## config.mk

```make
export PLATFORM = sky130hd
export DESIGN_NAME = spi_dac_tx
export DESIGN_NICKNAME = d
export VERILOG_FILES = /design/src/rtl/spi_dac_tx_pkg.sv /design/src/rtl/spi_dac_tx_clk_gen.sv /design/src/rtl/spi_dac_tx.sv
export SDC_FILE = /design/constraint.sdc
export NUM_CORES = 1
export LEC_CHECK = 0
export CAP_MARGIN = 20
export CORE_UTILIZATION = 40
export DETAILED_ROUTE_END_ITERATION = 10
export GPL_TIMING_DRIVEN = 0
export PLACE_DENSITY = 0.57
export SLEW_MARGIN = 0
export SYNTH_ARGS = -nofsm -noshare
export SYNTH_HDL_FRONTEND = slang
export SYNTH_SLANG_ARGS = --single-unit
```

## constraint.sdc

```tcl
create_clock -name clk -period 2.2 [get_ports clk]
set_input_delay 0.33 -clock clk [delete_from_list [all_inputs] [get_ports clk]]
set_output_delay 0.33 -clock clk [all_outputs]
set_load 0.005 [all_outputs]
```

## src/rtl/spi_dac_tx_pkg.sv

```systemverilog
// Shared definitions for the SPI audio DAC transmitter: frame geometry,
// FSM encoding and the frame-building helper.
package spi_dac_tx_pkg;

    localparam int FRAME_W  = 16;
    localparam int SAMPLE_W = 12;
    localparam int CTRL_W   = FRAME_W - SAMPLE_W;
    localparam int DIV_W    = 8;

    localparam logic [CTRL_W-1:0] CTRL_DEFAULT = 4'b0000;

    typedef enum logic [1:0] {
        ST_IDLE,
        ST_SHIFT,
        ST_GAP
    } state_e;

    // Offset binary is two's complement with the sign bit inverted.
    function automatic logic [FRAME_W-1:0] build_frame(
        input logic [CTRL_W-1:0]   ctrl,
        input logic [SAMPLE_W-1:0] smp,
        input bit                  offset_bin
    );
        logic [SAMPLE_W-1:0] d;
        d = smp;
        if (offset_bin) d[SAMPLE_W-1] = ~smp[SAMPLE_W-1];
        return {ctrl, d};
    endfunction

endpackage

```

## src/rtl/spi_dac_tx_clk_gen.sv

```systemverilog
// Serial clock divider: sclk level plus one-cycle strobes for the clk edge
// on which sclk is about to rise or fall.
module spi_clk_gen
    import spi_dac_tx_pkg::*;
#(
    parameter int unsigned CLK_DIV = 4
) (
    input  logic clk,
    input  logic rst,
    input  logic en_i,
    output logic sclk_o,
    output logic rise_o,
    output logic fall_o
);

    logic [DIV_W-1:0] div_q, div_d;
    logic             sclk_q, sclk_d;
    logic             tc;

    assign tc     = en_i && (div_q == DIV_W'(CLK_DIV - 1));
    assign rise_o = tc && !sclk_q;
    assign fall_o = tc &&  sclk_q;
    assign sclk_o = sclk_q;

    // Disabled means parked: counter at zero and sclk low, so every frame
    // starts with a full low half-period.
    always_comb begin
        div_d  = div_q;
        sclk_d = sclk_q;
        if (!en_i) begin
            div_d  = '0;
            sclk_d = 1'b0;
        end else if (tc) begin
            div_d  = '0;
            sclk_d = ~sclk_q;
        end else begin
            div_d  = div_q + DIV_W'(1);
        end
    end

    always_ff @(posedge clk or posedge rst) begin
        if (rst) begin
            div_q  <= '0;
            sclk_q <= 1'b0;
        end else begin
            div_q  <= div_d;
            sclk_q <= sclk_d;
        end
    end

endmodule

```

## src/rtl/spi_dac_tx.sv

```systemverilog
// SPI transmitter for a 16-bit DAC word {CTRL, sample}: accepts one sample,
// shifts it MSB first with cs_n low, then holds cs_n high for a fixed gap.
module spi_dac_tx
    import spi_dac_tx_pkg::*;
#(
    parameter int unsigned       CLK_DIV    = 4,
    parameter int unsigned       GAP_CYC    = 4,
    parameter bit                OFFSET_BIN = 1'b1,
    parameter logic [CTRL_W-1:0] CTRL       = CTRL_DEFAULT
) (
    input  logic                clk,
    input  logic                rst,
    input  logic [SAMPLE_W-1:0] sample_i,
    input  logic                valid_i,
    output logic                ready_o,
    output logic                sclk_o,
    output logic                cs_n_o,
    output logic                mosi_o,
    output logic                busy_o,
    output logic                done_o
);

    state_e             state_q;
    logic [FRAME_W-1:0] shreg_q;
    logic [4:0]         rise_cnt_q;
    logic [DIV_W-1:0]   gap_q;
    logic               ready_q;
    logic               busy_q;
    logic               done_q;
    logic               cs_n_q;

    logic sclk_en;
    logic sclk_rise;
    logic sclk_fall;

    assign sclk_en = (state_q == ST_SHIFT);

    spi_clk_gen #(
        .CLK_DIV(CLK_DIV)
    ) u_clk_gen (
        .clk   (clk),
        .rst   (rst),
        .en_i  (sclk_en),
        .sclk_o(sclk_o),
        .rise_o(sclk_rise),
        .fall_o(sclk_fall)
    );

    always_ff @(posedge clk or posedge rst) begin
        if (rst) begin
            state_q    <= ST_IDLE;
            shreg_q    <= '0;
            rise_cnt_q <= '0;
            gap_q      <= '0;
            ready_q    <= 1'b1;
            busy_q     <= 1'b0;
            done_q     <= 1'b0;
            cs_n_q     <= 1'b1;
        end else begin
            done_q <= 1'b0;
            case (state_q)
                ST_IDLE: begin
                    if (valid_i) begin
                        state_q    <= ST_SHIFT;
                        shreg_q    <= build_frame(CTRL, sample_i, OFFSET_BIN);
                        rise_cnt_q <= '0;
                        ready_q    <= 1'b0;
                        busy_q     <= 1'b1;
                        cs_n_q     <= 1'b0;
                    end
                end
                ST_SHIFT: begin
                    if (sclk_rise) rise_cnt_q <= rise_cnt_q + 5'd1;
                    // The fall after the 16th rise closes the frame; that same
                    // edge parks sclk low and raises cs_n.
                    if (sclk_fall) begin
                        if (rise_cnt_q == 5'(FRAME_W)) begin
                            state_q    <= ST_GAP;
                            shreg_q    <= '0;
                            rise_cnt_q <= '0;
                            gap_q      <= '0;
                            cs_n_q     <= 1'b1;
                            if (GAP_CYC == 1) done_q <= 1'b1;
                        end else begin
                            shreg_q <= {shreg_q[FRAME_W-2:0], 1'b0};
                        end
                    end
                end
                ST_GAP: begin
                    if (gap_q == DIV_W'(GAP_CYC - 1)) begin
                        state_q <= ST_IDLE;
                        gap_q   <= '0;
                        ready_q <= 1'b1;
                        busy_q  <= 1'b0;
                    end else begin
                        gap_q <= gap_q + DIV_W'(1);
                        // done_q is registered, so raise it one cycle early
                        if (GAP_CYC >= 2 && gap_q == DIV_W'(GAP_CYC - 2)) done_q <= 1'b1;
                    end
                end
                default: begin
                    state_q <= ST_IDLE;
                    ready_q <= 1'b1;
                    busy_q  <= 1'b0;
                    cs_n_q  <= 1'b1;
                    shreg_q <= '0;
                end
            endcase
        end
    end

    assign ready_o = ready_q;
    assign busy_o  = busy_q;
    assign done_o  = done_q;
    assign cs_n_o  = cs_n_q;
    assign mosi_o  = shreg_q[FRAME_W-1];

endmodule
```

==> load_flow_metrics.sql <==
INSERT INTO impl_metrics (metric_group, metric, value, unit) VALUES
('floorplanning', 'i_o_pin_count', '21', ''),
('logic_synthesis', 'synth_cell_types', '51', ''),
('logic_synthesis', 'ys.warnings.count', '0', ''),
('critical_path', 'critical_path_depth', '5', ''),
('logic_synthesis', 'syn-num-nets', '224', ''),
('layout', 'nets', '252', ''),
('floorplanning', 'floorplan.die_area', '5910', 'sq um'),
('placement', 'place_congestion', '0.797', ''),
('critical_path', 'timing.critical_path.arrival', '2180', 'ps'),
('logic_synthesis', 'ys_dominant_reg_cell', 'dfrtp_1', ''),
('critical_path', 'critical-path-top-delay-family', 'simple AND/OR/NAND/NOR gates', ''),
('global_route', 'grt_pass1_vias', '1698', ''),
('critical_path', 'setup.worst_path.end_class', 'register', ''),
('logic_synthesis', 'synth_top_cell_area_share', '46.8', '%'),
('global_route', 'grt_use_met2', '27.8', '%'),
('critical_path', 'criticalPathCategory', 'reg2reg', ''),
('sta', 'slew_headroom', '65.2', '%'),
('global_route', 'global_route_wire_length_before_repair', '8390', 'microns'),
('sta', 'period_minus_slack', '2000', 'ps'),
('layout', 'insertedDiodeCount', '0', ''),
('placement', 'place.detailed.hpwl', '3450', 'microns'),
('logic_synthesis', 'synth-edff-count', '0', ''),
('critical_path', 'critPathBufInv', '0', ''),
('critical_path', 'worst_r2r_path_depth', '5', ''),
('global_route', 'gr-total-overflow', '0', ''),
('drt', 'vias_per_cell', '5.62', ''),
('floorplanning', 'core_region_area', '5240', 'sq um'),
('placement', 'place.port_buffers', '20', ''),
('sta', 'fin_tns_setup', '0', 'ps'),
('sta', 'report.final.hold_viol_count', '0', ''),
('logic_synthesis', 'post-synth-top-area-cell', 'dfrtp_1', ''),
('drt', 'drc', '0', ''),
('layout', 'area_delta_synth_final', '18.1', '%'),
('layout', 'layout-drive-gt1-share', '15.5', '%'),
('drt', 'ant_nets', '0', ''),
('clock_network', 'cts-htree-levels', '2', ''),
('clock_network', 'ctsRootBufferMaster', 'clkbuf_8', ''),
('sta', 'timing.final.max_slew_violations', '0', ''),
('clock_network', 'clock_tree_from_tritoncts', 'done', ''),
('clock_network', 'tritoncts_num_sinks', '44', ''),
('critical_path', 'worst_path_max_delay_cell', 'dfrtp_1', ''),
('sta', 'whs', '384', 'ps'),
('run', 'maxCapViolCount', '0', ''),
('sta', 'rsz0062_at_grt', 'no', ''),
('drt', 'detailroute.via_count', '1703', ''),
('sta', 'period_share', '90.9', '%'),
('run_status', 'status', 'finished, final reports clean', ''),
('clock_network', 'cts-buffers-inserted', '5', ''),
('floorplanning', 'fp-row-count', '26', ''),
('critical_path', 'critical_path.cell_chain', 'ha_1 -> nor3b_2 -> and2_4 -> a41oi_4 -> a221o_1', ''),
('global_route', 'grtUsageTotal', '17.9', '%'),
('logic_synthesis', 'synth_top_cells_by_area', 'dfrtp_1, o2bb2ai_1, a22oi_1', ''),
('logic_synthesis', 'synthesis.area', '2240', 'sq um'),
('floorplanning', 'floorplan.initialDensity', '42.8', '%'),
('pwr', 'power-per-cell-area', '523', 'nW/um^2'),
('clock_network', 'post_cts_hold_buffer_count', '0', ''),
('global_route', 'grt_antenna_before_repair', '0', ''),
('sta', 'timing.clock.skew', '5.62', 'ps'),
('sta', 'achievable-frequency', '500', 'MHz'),
('clock_network', 'clock_insertion_delay_worst_skew', '290', 'ps'),
('critical_path', 'worst-path-max-fanout', '8', ''),
('pwr', 'peak_vdd_ir', '277', 'uV'),
('floorplanning', 'die_x', '76.9', 'microns'),
('drt', 'drtIter0Drc', '115', ''),
('global_route', 'grt_max_degree', '24', ''),
('critical_path', 'timing.critical_path.required', '2380', 'ps'),
('sta', 'report.final.setup_viol', '0', ''),
('clock_network', 'clkTransAtPathRegs', '80', 'ps'),
('drt', 'first_pass_iters', '4', ''),
('clock_network', 'max-clock-path-buffers', '2', ''),
('sta', 'transition_at_the_pin_with_the_smallest_max_transition_slack', '521', 'ps');
## routing by layer
layer | vias to the layer above | wire, microns
met3 | 5 | 152
li1 | 817 | -
met4 | 0 | 36
met1 | 850 | 2320
met5 | - | 0
met2 | 31 | 2240
## cell usage after synthesis, types with 4 or more instances
master,number
a21oi_1,6
a22oi_1,10
and3_1,5
dfrtp_1,42
ha_1,5
inv_1,9
nand2_1,11
nand3_1,10
nor2_1,15
nor2b_1,4
nor3_1,6
o21ai_0,8
o2bb2ai_1,13
xor2_1,6
## path summary, 6_finish.rpt
| check | endpoint | slack, ps | startpoint |
|---|---|---|---|
| min in group clk | shreg_q[4] | 500 | shreg_q[4] |
| max in group asynchronous | u_clk_gen.sclk_o | 1330 | rst |
| worst max register to register | gap_q[2] | 200 | u_clk_gen.div_q[0] |
| worst max-delay path | gap_q[2] | 200 | u_clk_gen.div_q[0] |
| worst min-delay path | shreg_q[6] | 380 | rst |
| worst min register to register | shreg_q[4] | 500 | shreg_q[4] |
## worst register-to-register path: cells and delay by family (launching register included)
kind | cells | cell delay, ps
AND/OR/NAND/NOR | 2 | 660
AO/OA/AOI/OAI | 2 | 570
flip-flops | 1 | 410
adder cells (fa/ha/maj) | 1 | 250
## power by group
part           total (mW)  switching, mW  internal (mW)
sequential          0.810       0.000801          0.809
combinational      0.0532         0.0235         0.0298
clock               0.522          0.265          0.256
## layout by cell type, fill, tap and decap left out, types with 2 or more instances in the layout
cell / count
dfstp_2: 2
inv_1: 8
nor2_1: 15
clkbuf_1: 3
clkbuf_8: 9
a21oi_1: 6
nand2_1: 11
ha_1: 5
nor4_1: 2
mux2i_1: 3
nor2b_1: 4
clkdlybuf4s50_1: 20
o21ai_0: 8
buf_2: 3
and2_2: 2
and3_1: 5
a211o_2: 2
a22oi_1: 10
nand3_1: 10
o2bb2ai_1: 13
mux2_2: 3
and2b_2: 3
a221o_1: 2
xor2_1: 6
nand4_1: 3
nor3_1: 6
dfrtp_1: 42
## cell families (layout without fill, tap and decap cells)
kind of cell,count (synthesis),after routing,synth area share (%)
xor gates and xnor gates,7,7,2.73
buffers and inverters,16,45,4.18
and+or+nand+nor,71,71,18.3
AOI/OAI and AO/OA,55,55,19.9
muxes,6,6,2.84
adders and majority gates,5,5,2.79
DFF,44,44,49.2
## flip-flops by register name, summed over array words and instances (netlist names)
signal            flops
shreg_q              16
rise_cnt_q            5
u_clk_gen.div_q       8
ready_o               1
u_clk_gen.sclk_o      1
gap_q                 8
done_o                1
cs_n_o                1
busy_o                1
state_q               2
## area by class of cell
class	count	area [sq um]
buffer	7	60.1
clock buffer	8	90.1
fill	492	2590
inverter	9	33.8
multi-input combinational	144	1050
sequential	44	1100
tap	70	87.6
timing repair buffer	21	228
## per-stage QoR
stage                     utilization [%]  std cells  cell area, sq um  setup WS [ps]  total power, mW
after floorplan                         -        204              2240            465            0.840
after global placement               48.3        294              2530          -56.2            0.873
after detailed placement             48.9        295              2560            236            0.881
after CTS                            50.6        303              2650            214             1.40
after global routing                 50.6        303              2650           85.0             1.45
final                                50.6        303              2650            200             1.38
Power figures use the tool's default switching activity.
